File: src/rtl/arb_mux_if.sv
// Handshake bundle for arb_mux: NCH producer lanes in, one registered consumer port out.
interface arb_mux_if #(
  parameter int WIDTH = 32,
  parameter int NCH   = 4,
  parameter int SELW  = 2
);
  logic [NCH*WIDTH-1:0] in_data;
  logic [NCH-1:0]       in_valid;
  logic [NCH-1:0]       in_ready;
  logic [WIDTH-1:0]     out_data;
  logic                 out_valid;
  logic                 out_ready;
  logic [SELW-1:0]      out_sel;

  // slave: the mux itself; master: producers plus consumer around it
  modport slave  (input  in_data, in_valid, out_ready,
                  output in_ready, out_data, out_valid, out_sel);
  modport master (output in_data, in_valid, out_ready,
                  input  in_ready, out_data, out_valid, out_sel);
endinterface

File: src/rtl/arb_mux.sv
// Registered NCH:1 mux with valid/ready and round-robin arbitration (1-cycle latency).
// Define ARB_MUX_FIXED_PRI_EN for fixed lowest-index-wins priority (no rotating pointer).
module arb_mux #(
  parameter int WIDTH = 32,
  parameter int NCH   = 4,
  parameter int SELW  = 2
) (
  input  logic     clk,
  input  logic     rst_f,
  arb_mux_if.slave bus
);

  logic [NCH-1:0][WIDTH-1:0] lane_data;
  logic [NCH-1:0]            rdy;
  logic [WIDTH-1:0]          data_q;
  logic [SELW-1:0]           sel_q;
  logic [SELW-1:0]           win;
  logic                      win_vld;
  logic                      valid_q;
  logic                      load;
  logic                      xfer;

  for (genvar i = 0; i < NCH; i++) begin : g_lane
    assign lane_data[i] = bus.in_data[i*WIDTH +: WIDTH];
  end

  assign load = ~valid_q | bus.out_ready;
  assign xfer = load & win_vld;

`ifdef ARB_MUX_FIXED_PRI_EN
  // Descending scan so the lowest requesting index is written last and wins.
  always_comb begin
    win_vld = 1'b0;
    win     = '0;
    for (int i = NCH - 1; i >= 0; i--) begin
      if (bus.in_valid[i]) begin
        win_vld = 1'b1;
        win     = SELW'(i);
      end
    end
  end
`else
  logic [SELW-1:0] ptr;
  logic [SELW-1:0] idx;

  // Descending offset scan: the requester closest to ptr is written last and wins.
  always_comb begin
    win_vld = 1'b0;
    win     = '0;
    idx     = '0;
    for (int k = NCH - 1; k >= 0; k--) begin
      idx = SELW'((int'(ptr) + k) % NCH);
      if (bus.in_valid[idx]) begin
        win_vld = 1'b1;
        win     = idx;
      end
    end
  end
`endif

  always_comb begin
    rdy = '0;
    if (rst_f && xfer) rdy[win] = 1'b1;
  end

  always_ff @(posedge clk) begin
    if (!rst_f) begin
      valid_q <= 1'b0;
      data_q  <= '0;
      sel_q   <= '0;
`ifndef ARB_MUX_FIXED_PRI_EN
      ptr     <= '0;
`endif
    end else if (xfer) begin
      valid_q <= 1'b1;
      data_q  <= lane_data[win];
      sel_q   <= win;
`ifndef ARB_MUX_FIXED_PRI_EN
      ptr     <= (win == SELW'(NCH - 1)) ? '0 : win + SELW'(1);
`endif
    end else if (bus.out_ready) begin
      valid_q <= 1'b0;
    end
  end

  assign bus.in_ready  = rdy;
  assign bus.out_data  = data_q;
  assign bus.out_sel   = sel_q;
  assign bus.out_valid = valid_q;

endmodule

File: src/flat_wrapper.sv
// flat-port wrapper written by rule: the top's interface ports become plain ports
module arb_mux_flat 
#(
  parameter int WIDTH = 32,
  parameter int NCH   = 4,
  parameter int SELW  = 2
)
  (clk, rst_f, bus_in_data, bus_in_valid, bus_out_ready, bus_in_ready, bus_out_data, bus_out_valid, bus_out_sel);
  arb_mux_if #(.WIDTH(WIDTH), .NCH(NCH), .SELW(SELW)) bus_i ();
  input  logic clk;
  input  logic rst_f;
  input wire logic [$bits(bus_i.in_data)-1:0] bus_in_data;
  input wire logic [$bits(bus_i.in_valid)-1:0] bus_in_valid;
  input wire logic [$bits(bus_i.out_ready)-1:0] bus_out_ready;
  output wire logic [$bits(bus_i.in_ready)-1:0] bus_in_ready;
  output wire logic [$bits(bus_i.out_data)-1:0] bus_out_data;
  output wire logic [$bits(bus_i.out_valid)-1:0] bus_out_valid;
  output wire logic [$bits(bus_i.out_sel)-1:0] bus_out_sel;
  assign bus_i.in_data = bus_in_data;
  assign bus_i.in_valid = bus_in_valid;
  assign bus_i.out_ready = bus_out_ready;
  assign bus_in_ready = bus_i.in_ready;
  assign bus_out_data = bus_i.out_data;
  assign bus_out_valid = bus_i.out_valid;
  assign bus_out_sel = bus_i.out_sel;
  arb_mux #(.WIDTH(WIDTH), .NCH(NCH), .SELW(SELW)) u_core (.clk(clk), .rst_f(rst_f), .bus(bus_i));
endmodule
File: config.mk
export PLATFORM = sky130hd
export DESIGN_NAME = arb_mux_flat
export DESIGN_NICKNAME = d
export VERILOG_FILES = /design/src/rtl/arb_mux_if.sv /design/src/rtl/arb_mux.sv /design/src/flat_wrapper.sv
export SDC_FILE = /design/constraint.sdc
export NUM_CORES = 1
export LEC_CHECK = 0
export CAP_MARGIN = 20
export CORE_ASPECT_RATIO = 1.2
export CORE_MARGIN = 2
export CORE_UTILIZATION = 35
export DETAILED_ROUTE_END_ITERATION = 10
export GPL_ROUTABILITY_DRIVEN = 0
export PLACE_DENSITY = 0.9
export REMOVE_ABC_BUFFERS = 1
export SETUP_SLACK_MARGIN = 0.02
export SYNTH_ARGS = -nofsm -noshare
export SYNTH_HDL_FRONTEND = slang
export SYNTH_SLANG_ARGS = --single-unit
File: constraint.sdc
create_clock -name clk -period 2.65 [get_ports clk]
set_clock_uncertainty 0.15 [all_clocks]
set_input_delay 0.3975 -clock clk [delete_from_list [all_inputs] [get_ports clk]]
set_output_delay 0.3975 -clock clk [all_outputs]
set_load 0.05 [all_outputs]
# Yosys cells after proc, flatten, opt, wreduce, memory -nomap -nowiden
# Index checks and enable logic that the tools add are counted.
# totals
reg_bits,37
input_bits,135
output_inout_bits,39
wordCells,45
# op_classes
addsub,4
magnitude_cmp,6
n_eq_ne,1
muxes,24
n_bitwise,3
reduce_logical,3
# op_table
op,count
binary-select mux 32 bit (select 2 bit),1
two-way mux 32 bit,1
"less-than comparator 2 x 3 -> 1 bit, second input constant",5
two-way mux 1 bit,11
two-way mux 2 bit,5
binary-select mux 1 bit (select 2 bit),4
"adder 2 x 1 -> 2 bit, second input constant",2
"adder 2 bit, second input constant",2
two-way mux 4 bit,1
demux 1 bit (select 2 bit),1
"== test 2 bit, second input constant",1
"greater-or-equal comparator 2 x 1 -> 1 bit, second input constant",1
logical AND 1 bit,2
nonzero test 2 bit,1
bitwise AND 1 bit,1
NOT 1 bit,1
bitwise OR 1 bit,1

# Longest topological paths before layout
# Gate-level depths: netlist of run 1.
# depth
ltp_word,12
mapped_depth,8
mapped_depth_nobuf,5

# Worst setup path after synthesis of run 1
# No wires, ideal clock.
# synth_path
path_type,input to output
from,input bus_in_valid[2]
to,output bus_in_ready[1]
arrival_time_ps,2038
required_time_ps,2102
setup_slack_ps,64
path_stages,6
path_buffers,1
cell_sequence,nor2b_1 -> o21a_1 -> nor3_2 -> nand3_1 -> buf_2 -> nor2_1
# synth_between
elab_chain_len,11
word_cells_on_any_way,24
cone_classes,2 x order compare; 19 x mux; 1 x bitwise; 2 x reduce/logical
# synth_rtl
element,line,source
start: declaration,flat_wrapper.sv:13,input wire logic [$bits(bus_i.in_valid)-1:0] bus_in_valid;
binary-select mux 1 bit (select 2 bit),arb_mux.sv:53,if (bus.in_valid[idx]) begin
two-way mux 1 bit (implied by the code),arb_mux.sv:53,
two-way mux 2 bit (4 in a row),arb_mux.sv:53,
less-than comparator 2 x 3 -> 1 bit (implied by the code) / greater-or-equal comparator 2 x 1 -> 1 bit (equally long branches),arb_mux.sv:63,if (rst_f && xfer) rdy[win] = 1'b1;
logical AND 1 bit (implied by the code),arb_mux.sv:63,
two-way mux 1 bit (implied by the code),arb_mux.sv:63,
demux 1 bit (select 2 bit),-,
two-way mux 4 bit (*),arb_mux.sv:63,
end: declaration,flat_wrapper.sv:15,output wire logic [$bits(bus_i.in_ready)-1:0] bus_in_ready;
# Every way passes the cells marked *; elsewhere a longest branch is shown, timed or not. The select of a mux whose other input is x is not followed.

# Worst setup path in the final report of run 1
# Same ends and word-level chain as after synthesis.

==> impl_metrics.ini, run 1 <==
[critical_path]
path_cells = clkdlybuf4s50_1 -> nor2b_1 -> o21a_1 -> nor3_2 -> nand3_1 -> nor2_2 -> buf_12
slowest_stage = clkdlybuf4s50_1
crit_path_start_kind = primary input
critical-path-top-delay-family = simple AND/OR/NAND/NOR gates
critPathCaptureType = output pin
path_buf_inv = 2
crit_start = bus_in_valid[2]
critical_path_class = in -> out
r2r-start = u_core.ptr[0]$_SDFFE_PN0P_
cp_max_fo = 4
worstPathRequired_ns = 2.10
max_stage_delay_ns = 0.45
arrival_ns = 2.03

[die]
rows = 30
ioPinCount = 174
core_area_um2 = 5710
die-area_um2 = 6610
die_w_um = 74.6
initial_core_util = 0.366
die_y_um = 88.7

[timing]
finalHoldViolations = 0
period_needed_ns = 2.57
rsz0062_at_grt = true
layout_setup_ws_ns = 0.0767
worst_pin_slew_ns = 0.531
slew_violations = 0
max_freq_ghz = 0.389
relSlewSlack = 0.645
holdWs_ns = 0.317
finalSetupTns_ns = 0
setup-violations-final = 0
period_share = 0.971

[power]
ir_worst_vdd_mv = 0.286
finalPower_w = 0.00224
pwr_density_cell_nw_per_um2 = 552
p_leak_nw = 1.58

[drt]
drt_first_pass_iters = 4
drtIter0Drc = 103
via_per_inst = 5.01
drc = 0
ant_nets = 0
wl_per_cell_um = 15.3
wirelength_um = 7220
via_count = 2362

[hold_path]
hold_start = u_core.bus.out_data[14]$_SDFFE_PN0P_
min-delay-path-class = reg -> reg

[synthesis]
async_flop_share = 0
synth_cell_types = 23
netlist_instances = 217
yosysMostFrequentCell = mux2i_1
synth-edff-count = 0
synth_top_area_share = 0.354
synthTopCellsByArea = dfxtp_1 35%, mux2i_1 32%, o221ai_1 13%
ys_top_cells_by_count = 66 x mux2i_1, 37 x dfxtp_1, 33 x nand2_1
yosys_warnings = 0
yosysTopAreaCell = dfxtp_1
ys_seq_area_frac = 0.354
syn-cell-area_um2 = 2090
synth_flop_cell = dfxtp_1
syn_area_per_cell_um2 = 9.63
synth.ff_latch_count = 37

[final_layout]
syn2layout_area_growth_pct = 94.4
regArea_um2 = 741
fin_util = 0.712
antenna_cells = 0
layout-drive-gt1-share = 0.0767
multi_input_area_um2 = 1250
nets = 525
n_fill_cell = 456

[run_status]
run_status = finished, final reports clean

[clock_tree]
htree_levels = 2
clock_latency_ns = 0.27
cts_num_sinks = 37
cts_tree = built
cts-buffers-inserted = 5
clock_tree.root_cell = clkbuf_8
clock_path_buffers = 2
ctsHoldBuffers = 0
clk_pin_slew_worst_paths_ns = 0.07

[global_routing]
antenna_found_initial = 0
grt_util_all_layers = 0.212
grt_pass1_vias = 2355
grt_max_degree = 38
grt_pass1_wl_um = 10800
grt-ovfl-total = 0

[job]
drv_cap = 0

[placement]
dp_hpwl_um = 5860
port_buffers = 173
place_worst_setup_slack_ns = 0.0634
-- tightest hold or removal path, delay by kind of cell (launching register included) --
kind	cells	cell delay [ns]
AOI/OAI and AO/OA	1	0.06
and+or+nand+nor	1	0.05
DFF	1	0.33
-- cell families after synthesis --
family,share of synthesized area
simple gates,0.106
xor+xnor,0.00419
flops,0.354
buf+inv,0.0551
compound gates,0.165
mux,0.316
-- registers in the layout (all words and copies together), names as in the netlist --
register	cells
u_core.bus.out_valid	1
u_core.bus.out_sel	2
u_core.bus.out_data	32
u_core.ptr	2
-- through the flow --
step / std cells / cell area (um2)
6_report: 471 / 4060
5_1_grt: 471 / 4060
4_1_cts: 468 / 4030
3_5_place_dp: 460 / 3950
3_3_place_gp: 460 / 3950
2_1_floorplan: 198 / 1980
-- metal layers --
| metal | track usage | vias to the layer above | part of all wire | wire length, um |
|---|---|---|---|---|
| li1 | - | 1164 | - | - |
| met1 | 0.231 | 1096 | 0.36 | 2610 |
| met2 | 0.405 | 92 | 0.56 | 4040 |
| met3 | 0.0433 | 10 | 0.064 | 461 |
| met4 | 0.0649 | 0 | 0.015 | 108 |
| met5 | 0 | - | 0 | 0 |
-- path summary, 6_finish.rpt --
check	end	slack, ns	depth (start not counted)
worst max register to register	u_core.bus.out_data[0]$_SDFFE_PN0P_	0.78	6
worst max-delay path	bus_in_ready[1]	0.08	7
worst min-delay path	u_core.bus.out_data[14]$_SDFFE_PN0P_	0.32	2
worst min register to register	u_core.bus.out_data[14]$_SDFFE_PN0P_	0.32	2
-- power by group --
part	switching, W	internal [W]
Sequential	0.0000495	0.000650
Clock	0.000191	0.000182
Combinational	0.000628	0.000544
-- area by class of cell --
class	count	area share
flip-flops and latches	37	0.182
clock buffers	6	0.0179
repair buffers	185	0.464
multi-input cells	159	0.307
clock inverters	2	0.00246
well taps	80	0.0246
inverters	2	0.00185
-- layout by cell type (no fill, tap or decap) --
master and count:
clkinv_2 2, nor2_2 3, buf_12 6, a21oi_2 1
nor2b_1 5, nand2_1 33, dfxtp_1 37, nor3_2 1
o221ai_1 32, o21a_1 1, nor2_1 2, nor2b_2 1
nand3_1 1, nand2b_1 2, o21ai_0 2, clkbuf_8 5
a21boi_0 1, o32a_2 1, nand3b_1 1, mux2i_1 66
a21oi_1 4, clkbuf_1 1, buf_4 10, clkdlybuf4s50_1 169
inv_1 2, xnor2_1 1, nor4_1 1
-- timing repair --
item,4_1_cts,5_1_grt
resized for setup,0,3
endpoints found under the setup margin,0,4
buffers inserted,0,3
No activity file was read; power rests on OpenSTA's default activity.
==> inputs of run 2 (changes only) <==
--- a/config.mk
+++ b/config.mk
@@ -5,13 +5,13 @@
 export SDC_FILE = /design/constraint.sdc
 export NUM_CORES = 1
 export LEC_CHECK = 0
-export CAP_MARGIN = 20
 export CORE_ASPECT_RATIO = 1.2
 export CORE_MARGIN = 2
-export CORE_UTILIZATION = 35
+export CORE_UTILIZATION = 36
+export CTS_BUF_LIST = sky130_fd_sc_hd__clkbuf_8
 export DETAILED_ROUTE_END_ITERATION = 10
 export GPL_ROUTABILITY_DRIVEN = 0
-export PLACE_DENSITY = 0.9
+export PLACE_DENSITY = 0.92
 export REMOVE_ABC_BUFFERS = 1
 export SETUP_SLACK_MARGIN = 0.02
 export SYNTH_ARGS = -nofsm -noshare
==> impl_metrics.ini, run 2 (synthesized netlist as in run 1, its figures left out) <==
[clock_tree]
cts-buffers-inserted = 5
clock_latency_ns = 0.29
clock_tree.root_cell = clkbuf_8
clk_pin_slew_worst_paths_ns = 0.07
cts_setup_buffers = 0
cts_tree = built
htree_levels = 2
clock_path_buffers = 2
cts_num_sinks = 37

[power]
p_switching_w = 0.000874
p_leak_nw = 1.58
p_int_w = 0.00142
p_sw_frac = 0.381
p_clk_frac = 0.191
comb_power_share = 0.504
pwr_density_cell_nw_per_um2 = 568
finalPower_w = 0.00229
ir_worst_vdd_mv = 0.293
p_seq_frac = 0.305

[placement]
port_buffers = 173
dp_hpwl_um = 5840
placed_area_um2 = 3930

[timing]
finalSetupTns_ns = 0
slew_violations = 0
period_needed_ns = 2.53
period_share = 0.954
relSlewSlack = 0.645
setup-violations-final = 0
max_freq_ghz = 0.396
finalHoldViolations = 0
holdWs_ns = 0.311
worst_pin_slew_ns = 0.531
rsz0062_at_grt = true

[die]
core_area_um2 = 5630
ioPinCount = 174
die_y_um = 87.5
die_w_um = 73.6
initial_core_util = 0.371
die-area_um2 = 6440
rows = 30

[drt]
via_count = 2358
wirelength_um = 7350
wl_per_cell_um = 16.2
drt_first_pass_iters = 4
drc = 0
drtIter0Drc = 52
ant_nets = 0
via_per_inst = 5.18

[global_routing]
grt_pass1_wl_um = 11200
antenna_found_initial = 0
grt_pass1_vias = 2505
grt-ovfl-total = 0
grt_util_all_layers = 0.225
grt_max_degree = 25

[critical_path]
r2r-start = u_core.ptr[0]$_SDFFE_PN0P_
cp_max_fo = 4
arrival_ns = 1.98
worstPathRequired_ns = 2.10
crit_start = bus_in_valid[0]
critPathCaptureType = output pin
crit_path_start_kind = primary input
critical_path_class = in -> out
ff2ff_setup_slack_ns = 0.68

[hold_path]
min-delay-path-class = reg -> reg
hold_start = u_core.bus.out_data[11]$_SDFFE_PN0P_

[final_layout]
largest_reg_flops = 32
design_area_um2 = 4040
layout-drive-gt1-share = 0.0767
antenna_cells = 0
nets = 525
mostFrequentLayoutCells = 169 x clkdlybuf4s50_1, 66 x mux2i_1, 37 x dfxtp_1, 33 x nand2_1, 32 x o221ai_1
syn2layout_area_growth_pct = 93.0
layout_commonest_cell = clkdlybuf4s50_1

[run_status]
run_status = finished, final reports clean

[job]
drv_cap = 0
## run 2: cell types whose count changed in the layout (fill, tap and decap cells not counted), sizes merged
cell and change:
clkinv -1, clkbuf +1
## run 2: worst paths after layout
path | endpoint | depth (start not counted)
max | bus_in_ready[3] | 7
min | u_core.bus.out_data[11]$_SDFFE_PN0P_ | 2
max reg2reg | u_core.bus.out_data[0]$_SDFFE_PN0P_ | 6
min reg2reg | u_core.bus.out_data[11]$_SDFFE_PN0P_ | 2
## run 2: cell type report
| class | instances | area, um2 |
|---|---|---|
| clock inverter | 1 | 5.00 |
| clock buffer | 7 | 96.3 |
| multi-input combinational | 159 | 1240 |
| fill | 447 | 1600 |
| inverter | 2 | 7.51 |
| timing repair buffer | 185 | 1860 |
| sequential | 37 | 741 |
| tap | 64 | 80.1 |
## run 2: repair_timing
item                       4_1_cts  5_1_grt
setup endpoints to repair        0        3
hold buffers                     0        0
resized for setup                0        2
## run 2: worst max-delay path, stage by stage
cell	delay [ns]
clkdlybuf4s50_1	0.47
nor2b_1	0.16
o21a_1	0.17
nor3_2	0.20
nand3_1	0.23
nor2_2	0.19
buf_12	0.16
## run 2: layer usage
| layer | GRT usage | part of all wire | vias up |
|---|---|---|---|
| met3 | 0.0637 | 0.065 | 10 |
| met4 | 0.0628 | 0.015 | 0 |
| met5 | 0 | 0 | - |
| li1 | - | - | 1162 |
| met2 | 0.428 | 0.56 | 85 |
| met1 | 0.233 | 0.36 | 1101 |
## run 2: through the flow
stage | instances | util | setup WS (ns)
final | 455 | 0.717 | 0.122
after floorplan | 198 | - | -1.89
after CTS | 455 | 0.716 | 0.0921
after detailed placement | 447 | 0.698 | 0.0825
after global routing | 455 | 0.717 | 0.0108
after global placement | 447 | 0.698 | 0.133
## run 2: power by group through the flow
stage | registers (W) | logic, W | clock network (W)
floorplan | 0.00101 | 0.000386 | 0
global placement | 0.000708 | 0.00114 | 0
detailed placement | 0.000712 | 0.00116 | 0
CTS | 0.000700 | 0.00116 | 0.000445
global route | 0.000711 | 0.00122 | 0.000464
finish | 0.000700 | 0.00115 | 0.000438
